--- src/rtl/snitch_fpu_share_arbiter_pkg.sv ---
// rtl/snitch_fpu_share_arbiter_pkg.sv - shared widths and grant state for the FPU share arbiter
package snitch_fpu_share_arbiter_pkg;

  typedef enum logic {
    ARB_OPEN   = 1'b0,
    ARB_LOCKED = 1'b1
  } arb_state_e;

  // A single requester still gets one id bit so the tag split stays uniform.
  function automatic int unsigned fpu_share_id_width(input int unsigned num_req);
    return (num_req > 1) ? $clog2(num_req) : 1;
  endfunction

  function automatic int unsigned fpu_share_cnt_width(input int unsigned max_out);
    return $clog2(max_out + 1);
  endfunction

endpackage

--- src/rtl/snitch_fpu_share_arbiter_rr.sv ---
// rtl/snitch_fpu_share_arbiter_rr.sv - round-robin arbiter whose grant is held until the handshake
module snitch_fpu_share_arbiter_rr
  import snitch_fpu_share_arbiter_pkg::*;
#(
  parameter int unsigned NumReq  = 2,
  parameter int unsigned IdWidth = 1
) (
  input  logic               clk_i,
  input  logic               rst_i,
  input  logic [NumReq-1:0]  req_i,
  input  logic               ready_i,
  output logic               valid_o,
  output logic [IdWidth-1:0] id_o
);

  arb_state_e         r_state;
  arb_state_e         w_state_next;
  logic [IdWidth-1:0] r_rr;
  logic [IdWidth-1:0] r_lock_id;
  logic [IdWidth-1:0] w_rr_next;
  logic [IdWidth-1:0] w_lock_id_next;
  logic [IdWidth-1:0] w_winner;
  logic               w_any;
  int unsigned        w_dist;
  int unsigned        w_best;

  // Winner is the requester at the smallest wrap-around distance from the pointer.
  always_comb begin
    w_any    = 1'b0;
    w_winner = '0;
    w_best   = NumReq;
    w_dist   = '0;
    for (int i = 0; i < NumReq; i++) begin
      w_dist = (32'(i) + NumReq - 32'(r_rr)) % NumReq;
      if (req_i[i] && (w_dist < w_best)) begin
        w_any    = 1'b1;
        w_best   = w_dist;
        w_winner = IdWidth'(i);
      end
    end
  end

  always_comb begin
    valid_o        = (r_state == ARB_LOCKED) || w_any;
    id_o           = (r_state == ARB_LOCKED) ? r_lock_id : w_winner;
    w_state_next   = r_state;
    w_rr_next      = r_rr;
    w_lock_id_next = r_lock_id;
    if (valid_o && ready_i) begin
      w_state_next = ARB_OPEN;
      w_rr_next    = IdWidth'((32'(id_o) + 1) % NumReq);
    end else if (valid_o) begin
      w_state_next   = ARB_LOCKED;
      w_lock_id_next = id_o;
    end
  end

  always_ff @(posedge clk_i) begin
    if (rst_i) begin
      r_state   <= ARB_OPEN;
      r_rr      <= '0;
      r_lock_id <= '0;
    end else begin
      r_state   <= w_state_next;
      r_rr      <= w_rr_next;
      r_lock_id <= w_lock_id_next;
    end
  end

endmodule

--- src/rtl/snitch_fpu_share_arbiter.sv ---
// rtl/snitch_fpu_share_arbiter.sv - shares one FPU between requesters with tag-routed responses
module snitch_fpu_share_arbiter
  import snitch_fpu_share_arbiter_pkg::*;
#(
  parameter int unsigned NumReq         = 2,
  parameter int unsigned ReqDataWidth   = 256,
  parameter int unsigned RspDataWidth   = 69,
  parameter int unsigned TagWidth       = 7,
  parameter int unsigned MaxOutstanding = 4
) (
  input  logic                                                      clk_i,
  input  logic                                                      rst_i,
  input  logic [NumReq-1:0]                                         req_valid_i,
  output logic [NumReq-1:0]                                         req_ready_o,
  input  logic [NumReq-1:0][ReqDataWidth-1:0]                       req_data_i,
  input  logic [NumReq-1:0][TagWidth-fpu_share_id_width(NumReq)-1:0] req_tag_i,
  output logic [NumReq-1:0]                                         rsp_valid_o,
  input  logic [NumReq-1:0]                                         rsp_ready_i,
  output logic [RspDataWidth-1:0]                                   rsp_data_o,
  output logic [TagWidth-fpu_share_id_width(NumReq)-1:0]            rsp_tag_o,
  output logic                                                      fpu_valid_o,
  input  logic                                                      fpu_ready_i,
  output logic [ReqDataWidth-1:0]                                   fpu_data_o,
  output logic [TagWidth-1:0]                                       fpu_tag_o,
  input  logic                                                      fpu_rsp_valid_i,
  output logic                                                      fpu_rsp_ready_o,
  input  logic [RspDataWidth-1:0]                                   fpu_rsp_data_i,
  input  logic [TagWidth-1:0]                                       fpu_rsp_tag_i,
  output logic [NumReq-1:0]                                         busy_o
);

  localparam int unsigned IdWidth       = fpu_share_id_width(NumReq);
  localparam int unsigned LocalTagWidth = TagWidth - IdWidth;
  localparam int unsigned CntWidth      = fpu_share_cnt_width(MaxOutstanding);
  localparam logic [CntWidth-1:0] CntMax = CntWidth'(MaxOutstanding);

  logic [NumReq-1:0]   w_eligible;
  logic                w_arb_valid;
  logic [IdWidth-1:0]  w_grant;
  logic                w_req_fire;
  logic [IdWidth-1:0]  w_rsp_id;
  logic                w_rsp_id_ok;
  logic                w_rsp_fire;
  logic [CntWidth-1:0] r_cnt [NumReq];

  snitch_fpu_share_arbiter_rr #(
    .NumReq  (NumReq),
    .IdWidth (IdWidth)
  ) u_rr (
    .clk_i   (clk_i),
    .rst_i   (rst_i),
    .req_i   (w_eligible),
    .ready_i (fpu_ready_i),
    .valid_o (w_arb_valid),
    .id_o    (w_grant)
  );

  assign fpu_valid_o = w_arb_valid & ~rst_i;
  assign fpu_data_o  = req_data_i[w_grant];
  assign fpu_tag_o   = {w_grant, req_tag_i[w_grant]};
  assign w_req_fire  = fpu_valid_o & fpu_ready_i;

  // Out-of-range ids cannot be routed, so they are accepted and dropped.
  assign w_rsp_id        = fpu_rsp_tag_i[TagWidth-1 -: IdWidth];
  assign w_rsp_id_ok     = (32'(w_rsp_id) < NumReq);
  assign fpu_rsp_ready_o = ~rst_i & (w_rsp_id_ok ? rsp_ready_i[w_rsp_id] : 1'b1);
  assign w_rsp_fire      = fpu_rsp_valid_i & fpu_rsp_ready_o & w_rsp_id_ok;
  assign rsp_tag_o       = fpu_rsp_tag_i[LocalTagWidth-1:0];
  assign rsp_data_o      = fpu_rsp_data_i;

  for (genvar i = 0; i < NumReq; i++) begin : g_req
    logic w_inc;
    logic w_dec;

    assign w_eligible[i]  = req_valid_i[i] & (r_cnt[i] != CntMax);
    assign w_inc          = w_req_fire & (w_grant == IdWidth'(i));
    assign w_dec          = w_rsp_fire & (w_rsp_id == IdWidth'(i));
    assign req_ready_o[i] = w_inc;
    assign rsp_valid_o[i] = ~rst_i & fpu_rsp_valid_i & (w_rsp_id == IdWidth'(i));
    assign busy_o[i]      = ~rst_i & (r_cnt[i] != '0);

    always_ff @(posedge clk_i) begin
      if (rst_i) begin
        r_cnt[i] <= '0;
      end else if (w_inc && !w_dec) begin
        r_cnt[i] <= r_cnt[i] + CntWidth'(1);
      end else if (w_dec && !w_inc) begin
        r_cnt[i] <= r_cnt[i] - CntWidth'(1);
      end
    end

    a_no_overflow: assert property (@(posedge clk_i) disable iff (rst_i)
      !(w_inc && !w_dec && (r_cnt[i] == CntMax)));
    a_no_underflow: assert property (@(posedge clk_i) disable iff (rst_i)
      !(w_dec && !w_inc && (r_cnt[i] == '0)));
  end

  a_data_stable: assert property (@(posedge clk_i) disable iff (rst_i)
    (fpu_valid_o && !fpu_ready_i) |=> $stable(fpu_data_o));
  a_rsp_id_range: assert property (@(posedge clk_i) disable iff (rst_i)
    fpu_rsp_valid_i |-> w_rsp_id_ok);

endmodule

--- config.mk ---
export PLATFORM = sky130hd
export DESIGN_NAME = snitch_fpu_share_arbiter
export DESIGN_NICKNAME = d
export VERILOG_FILES = /design/src/rtl/snitch_fpu_share_arbiter_pkg.sv /design/src/rtl/snitch_fpu_share_arbiter_rr.sv /design/src/rtl/snitch_fpu_share_arbiter.sv
export SDC_FILE = /design/constraint.sdc
export NUM_CORES = 1
export LEC_CHECK = 0
export ABC_AREA = 1
export CAP_MARGIN = 20
export CORE_AREA = 2 2 368 370
export CTS_CLUSTER_DIAMETER = 30
export DETAILED_ROUTE_END_ITERATION = 8
export DIE_AREA = 0 0 370 372
export GPL_TIMING_DRIVEN = 0
export SKIP_CTS_REPAIR_TIMING = 1
export SLEW_MARGIN = 15
export SYNTH_ARGS = -nofsm -noshare
export SYNTH_HDL_FRONTEND = slang
export SYNTH_SLANG_ARGS = --single-unit
--- constraint.sdc ---
create_clock -name clk_i -period 2.5 [get_ports clk_i]
set_input_delay 0.5 -clock clk_i [delete_from_list [all_inputs] [get_ports clk_i]]
set_output_delay 0.5 -clock clk_i [all_outputs]
set_load 0.05 [all_outputs]
==> run summary, run 1 <==
During I/O placement, the number of pins put on the boundary was 954. Ranked by total cell area, the synthesized netlist is headed by nand2_1 63%, buf_4 14%, buf_8 6.6%. Dividing the detail-routed via count by the number of cells gives 2.86. The Yosys step of the flow raised 0 warnings.

The first routing iteration left 657 violations. The mapped netlist covers 4790 sq um. The worst path uses 117% of the clock period. Once detail routing completed, the nets flagged for antenna violations numbered 0. The hold violation count in the final report was 0.

The largest single stage delay on the critical path is 420 ps. The CTS sink count was 9. The cell that appears most often on the critical path is nand2_1.

The actual slew at the worst max-slew pin is 786 ps, and the final critical path time including I/O delays and setup is 2910 ps. For the worst setup path, the data arrival time is 2410 ps. The leakage power total is 9.35 nW, and the total via count after detailed routing is 10800.

STA puts the critical path data required time at 2000 ps. Input and output buffers added on the ports amount to 878. The number of optimization iterations in the first detailed-route pass is 5. The critical path start-end classification was register to output port.

The synthesized design contains 6 enable-type register cells. The number of nets in the final layout is 2613, and the cell count of the worst hold path is 2. For this configuration, the core starts out at a cell density of 3.57%. The power per cell area works out to 499 nW/um^2.

The run gives -415 ps as the final worst-path setup slack. Each instance of the synthesized netlist takes up on average 4.75 sq um. For the post-placement setup slack, the log shows -1560 ps.

From bottom edge to top edge, the die measures 372 um. The final hold slack is 475 ps. The floorplan step defined a die boundary enclosing 138000 sq um.

The tools report the sort of element at the end of the critical path as an output port. The die width came out at 370 um. The clock-pin slew on the worst setup and hold paths is 40 ps.

The routed length per placed instance came out at 28.1 um. The worst hold-check path type is register to register. The leftover overflow at the end of global routing came out at 0. The portion of synthesized area spent on multiplexers is 0%. The run gives 5.01% as the sequential-to-total area share from yosys stat. The run finished, with violations left.

Critical path startpoint category: a register. The logs give 11 for the largest net degree at the start of global routing and 135 for the standard-cell row count. The worst-case IR drop observed on VDD is 0.349 mV.

The final-report max-slew violation count was 0. By instance count, the leading cell after synthesis is nand2_1. Setup violations remaining at the end of the flow were counted as 266. The checks that failed: negative setup slack. For the worst flop-to-flop path, the logic depth is 16.

The largest family of logic cells by synthesized area is simple AND/OR/NAND/NOR gates. After synthesis, the largest area contributor takes up 63.1% of total cell area. The tools report the number of standard cells after synthesis as 1008. The total area inside the core boundary comes to 134000 sq um.

The global-route wire length before repair is 115000 um. The run gives 240 ps as the clock latency on the worst-skew pair. Routability-driven placement finished with a final weighted congestion of 0.932. Based on the critical path, the design can be clocked at up to 0.343 GHz. Share of async-settable or async-resettable flops after synthesis: 0%. In the global route stage, overall resource usage came out at 13.5%.

After Yosys synthesis, full adders, half adders and majority gates account for 1.20% of the synthesized area. CTS placed an instance of clkbuf_16 at the clock tree root. The largest buffer count on any clock path came out at 2. Number of antenna violations at the first check in global routing: 61.

Once detailed placement completed, the half-perimeter wirelength came to 92900 um. Number of filler cells placed in the layout: 15200. The tools report the number of global-route vias before repair as 9451. After detailed routing, the number of remaining DRC violations is 0.

Across the run, the number of max-cap violations was 0. The maximum level of the CTS H-tree is 1, and the fraction of final layout cells sized beyond drive strength 1 is 43.2%. The area share of and/or/nand/nor cells after synthesis came out at 65.7%. In the synthesized netlist, the cells that appear most often are 805 x nand2_1, 88 x buf_4, 21 x buf_8.

Setup repair after global routing could not meet its margin everywhere. The post-detailed-routing wire length was 106000 um. Counting flops and latches in the post-synthesis netlist gives 9. Relative to the synthesized area, the layout overhead comes to 330%. Cell taking the most area after synthesis: nand2_1. The slowest stage of the critical path is the edfxtp_1 cell. TritonCTS created 3 clock buffers. In this run the worst path has a maximum fanout of 7. Measured against its own limit, the worst slew margin works out to 47.4%.

Summing the areas of all compound-gate instances in the mapped netlist gives 1.31% of the synthesized area. The setup skew after layout was 5.35 ps; the post-synthesis net count was 1620. The most used flip-flop cell after synthesis was edfxtp_1.

TritonCTS built the clock tree. The critical path goes through inv_2 -> ha_4 -> nand2_4 -> nand3_4 -> nand4_4 -> nand2_8 -> buf_6 -> buf_16 -> buf_8 -> nand2_1 -> nand2_1 -> clkbuf_4. The number of different library cells used by synthesis comes to 26. The fraction of synthesized cell area in xor and xnor cells works out to 0.548%.
-- through the flow --
stage,utilization (%),setup TNS (ps),total power [W],instance area (sq um),std cells
3_5_place_dp,11.8,-308480,0.00779,15800,3667
2_1_floorplan,-,0,0.00397,4790,1008
5_1_grt,15.3,-98930,0.0107,20600,3782
3_3_place_gp,11.8,-311080,0.00781,15800,3667
6_report,15.4,-66440,0.0103,20600,3787
4_1_cts,11.8,-313120,0.00812,15900,3671
-- worst paths after layout --
path	startpoint	endpoint	slack (ps)
worst max-delay path	r_cnt[0][0]	fpu_data_o[20]	-410
worst min-delay path	u_rr.r_rr	u_rr.r_rr	480
worst max register to register	r_cnt[0][0]	r_cnt[1][2]	-90
worst min register to register	u_rr.r_rr	u_rr.r_rr	480
-- worst max-delay path: cells and delay by family (launching register included) --
family | cells | cell delay, ps
buffers and inverters | 5 | 750
DFF | 1 | 420
adders and majority gates | 1 | 140
and+or+nand+nor | 6 | 840
-- sequential cells by signal, summed over array words and instances (netlist names) --
name,cells
u_rr.r_state,1
r_cnt,6
u_rr.r_rr,1
u_rr.r_lock_id,1
-- area by class of cell --
type / count / area (sq um) / share of cell area, %
clock buffers: 4 / 78.8 / 0.382
flip-flops and latches: 9 / 240 / 1.17
plain buffers: 135 / 1580 / 7.65
repair buffers: 989 / 11100 / 54.0
diodes: 6 / 15.0 / 0.0728
inverters: 20 / 75.1 / 0.364
multi-input cells: 843 / 5280 / 25.6
well taps: 1781 / 2230 / 10.8
-- cells in the final DEF, fill, tap and decap left out, drive strengths merged, types with 3 or more instances in the layout --
cell,n
o21ai,3
diode,6
dlymetal6s2s,10
ha,3
nand3,9
nand2,809
buf,405
edfxtp,6
clkbuf,108
inv,20
nor2,5
dfxtp,3
clkdlybuf4s50,605
a21oi,7
-- per-layer routing --
layer,vias to the layer above,routed length (um),global-route usage [%]
met5,-,124,0
met4,20,2670,1.41
met3,108,13200,7.88
met2,763,49200,22.1
met1,5022,41200,15.5
li1,4914,-,-
-- logic make-up (layout without fill, tap and decap cells) --
| kind of cell | count (synthesis) | in the layout |
|---|---|---|
| compound gates | 11 | 11 |
| xor+xnor | 3 | 3 |
| fa+ha+maj | 4 | 4 |
| buf+inv | 156 | 1148 |
| flops | 9 | 9 |
| other cells | 0 | 6 |
| simple gates | 825 | 825 |
-- power breakdown --
group | switching, W | leakage (nW) | total, W | internal, W
clock network | 0.0000738 | 0.0382 | 0.000287 | 0.000214
logic | 0.00591 | 9.22 | 0.00980 | 0.00389
registers | 0.0000145 | 0.0875 | 0.000193 | 0.000179
No activity file was read; power rests on OpenSTA's default activity.
==> run 2, diff against run 1 <==
Settings changed: SLEW_MARGIN 15 to unset, TNS_END_PERCENT set to 50.
==> run 2 against run 1 <==
Against the previous run:
- the flow still finishes with violations (negative setup slack)
- via count down 1.8%
- critical endpoint is now fpu_data_o[172]
- sequential power about the same
- setup slack better by 7.0 ps
- worst hold slack better by 1.0 ps
- die area unchanged
- routed wire length down 0.86%
- highest routed layer unchanged
- global-route usage unchanged
- combinational power down 3.9%
- register-to-register slack better by 30 ps
- largest cell class unchanged
- fmax up 0.24%
- flip-flop and latch count unchanged
- power down 3.7%
==> run summary, run 2 (synthesis results as in run 1) <==
The highest clock rate is 0.344 GHz (+0.24%). TritonCTS built the clock tree. The run gives 2410 ps (about the same) as the data arrival time of the critical path. The share of the cycle needed by the critical path after routing is 116% (-0.28 points), and the routed length per placed instance is 27.9 um (-0.49%). The tools report the global-route wire length before repair as 115000 um (unchanged). The die outline height was 372 um (unchanged); the clock-pin slew on the worst setup and hold paths was 40 ps (about the same). The tools report the remaining routing DRC violations as 0 (unchanged). The tools report the placer's final routability congestion estimate as 0.932 (unchanged).

The worst hold-check path type was register to register. The headroom to the max-slew limit is 48.2% (+0.75 points), and the largest net degree at the start of global routing is 11 (unchanged). The clock latency on the worst-skew pair is 240 ps (about the same), and the standard-cell row count is 135 (unchanged).

The number of filler cells placed in the layout is 15300 (+0.66%), and the largest buffer count on any clock path is 2 (unchanged). In the layout the commonest cells are 606 x clkdlybuf4s50_1, 518 x nand2_1, 147 x nand2_2. The tools report the post-detailed-routing wire length as 105000 um (-0.86%). The leftover overflow at the end of global routing was 0 (unchanged); the number of global-route vias before repair was 9451 (unchanged). The critical path data required time was 2000 ps (about the same); the reg2reg setup slack was -60 ps (+30 ps).

Setup repair after global routing could not meet its margin everywhere. The worst setup path is of the register to output port kind. The final worst-path setup slack is -408 ps (+6.97 ps), and the starting utilization of the core area is 3.57% (unchanged). The overall global routing resource usage was 13.5% (unchanged); the number of nets in the final layout was 2595 (-0.69%).

The actual slew at the worst max-slew pin came out at 775 ps (-11.2 ps). The fraction of final layout cells sized beyond drive strength 1 was 40.2% (-3.0 points). The number of optimization iterations in the first detailed-route pass is 5 (unchanged), and the final critical path time including I/O delays and setup is 2910 ps (-6.97 ps). STA classifies the critical path endpoint as an output port. The max-capacitance violation count is 0 (unchanged). The sum of negative setup slack is -64220 ps (+2220 ps), and the count of buffers inserted at the top-level ports is 878 (unchanged). The number of antenna violations at the first check in global routing was 61 (unchanged). The tree is rooted in a clkbuf_16.

The hold violation count in the final report is 0 (unchanged). The leakage power total came out at 9.00 nW (-3.8%). The library cell used most frequently in the layout, excluding fill and tap cells, is clkdlybuf4s50_1.

The flip-flop count of the largest register after layout works out to 6 (unchanged). The CTS sink count was 9 (unchanged); the largest fanout on the critical path was 10 (+3). Maximum vdd ir drop: 0.308 mV (-12%). The register with the most flip-flops in the final layout is r_cnt.

The final-report max-slew violation count is 0 (unchanged). The final reports fail on negative setup slack. The number of CTS-inserted buffers is 3 (unchanged).

The tools report the total die area as 138000 sq um (unchanged). The die width is 370 um (unchanged), and the number of DRC markers in iteration 0 is 729 (+11%). Maximum level of the CTS H-tree: 1 (unchanged).

For the core footprint, the log shows 134000 sq um (unchanged). The total I/O pin count was 954 (unchanged); the area growth from synthesis to layout was 313%. The setup skew after layout is 5.32 ps (-0.0264 ps), and the post-DP HPWL is 92900 um (unchanged). The run finished, with violations left. The post-detailed-route count of antenna-violating nets is 0 (unchanged).

STA classifies the critical path startpoint as a register. The number of failing setup endpoints in the final timing report is 266 (unchanged). Power per cell area: 500 nW/um^2 (+0.19%). The post-route core utilization is 14.8% (-0.60 points). The detail-routed via count per cell was 2.82 (-1.4%). The total via count after detailed routing came out at 10600 (-1.8%).
-- run 2: changes by cell type in the layout (fill, tap and decap cells not counted), sizes merged --
cell           previous run  this run
buf                     405       370
clkbuf                  108       125
clkdlybuf4s50           605       606
diode                     6        10
dlymetal6s2s             10         9
-- run 2: area by class of cell --
type	instances	area, sq um	share of cell area [%]
diodes	10	25.0	0.126
plain buffers	135	1560	7.85
clock buffers	4	78.8	0.398
inverters	20	75.1	0.379
multi-input cells	843	4970	25.1
flip-flops and latches	9	240	1.21
well taps	1781	2230	11.2
repair buffers	971	10600	53.7
-- run 2: where the power goes --
| part | leakage (nW) | internal [W] | switching [W] |
|---|---|---|---|
| clock | 0.0382 | 0.000214 | 0.0000738 |
| combinational | 8.87 | 0.00363 | 0.00579 |
| sequential | 0.0875 | 0.000179 | 0.0000145 |
-- run 2: per-stage QoR --
step | setup slack, ps | std cells | power, W | cell area (sq um) | hold WS, ps
detailed placement | -1560 | 3667 | 0.00779 | 15800 | 476
CTS | -1570 | 3671 | 0.00812 | 15900 | 482
finish | -408 | 3773 | 0.00990 | 19800 | 476
global placement | -1550 | 3667 | 0.00781 | 15800 | 485
global route | -551 | 3765 | 0.0104 | 19800 | 517
floorplan | 202 | 1008 | 0.00397 | 4790 | 449
-- run 2: path summary, 6_finish.rpt --
check             depth (start not counted)        start               to
hold / removal                            2    u_rr.r_rr        u_rr.r_rr
setup / recovery                         12  r_cnt[0][0]  fpu_data_o[172]
hold reg to reg                           2    u_rr.r_rr        u_rr.r_rr
setup reg to reg                         16  r_cnt[0][0]      r_cnt[1][2]
-- run 2: critical path, cell delays in order, from the launching register on --
cell	delay, ps
edfxtp_1	420
inv_2	100
ha_4	140
nand2_4	70
nand3_4	100
nand4_4	110
nand2_8	140
buf_12	110
buf_16	150
buf_6	150
nand2_1	160
nand2_1	170
clkbuf_2	290
-- run 2: layer usage --
metal / GRT usage (%) / routed length, um / up-vias
li1: - / - / 4881
met3: 7.88 / 14100 / 118
met5: 0 / 126 / -
met4: 1.41 / 2950 / 20
met2: 22.1 / 48200 / 760
met1: 15.5 / 40100 / 4857
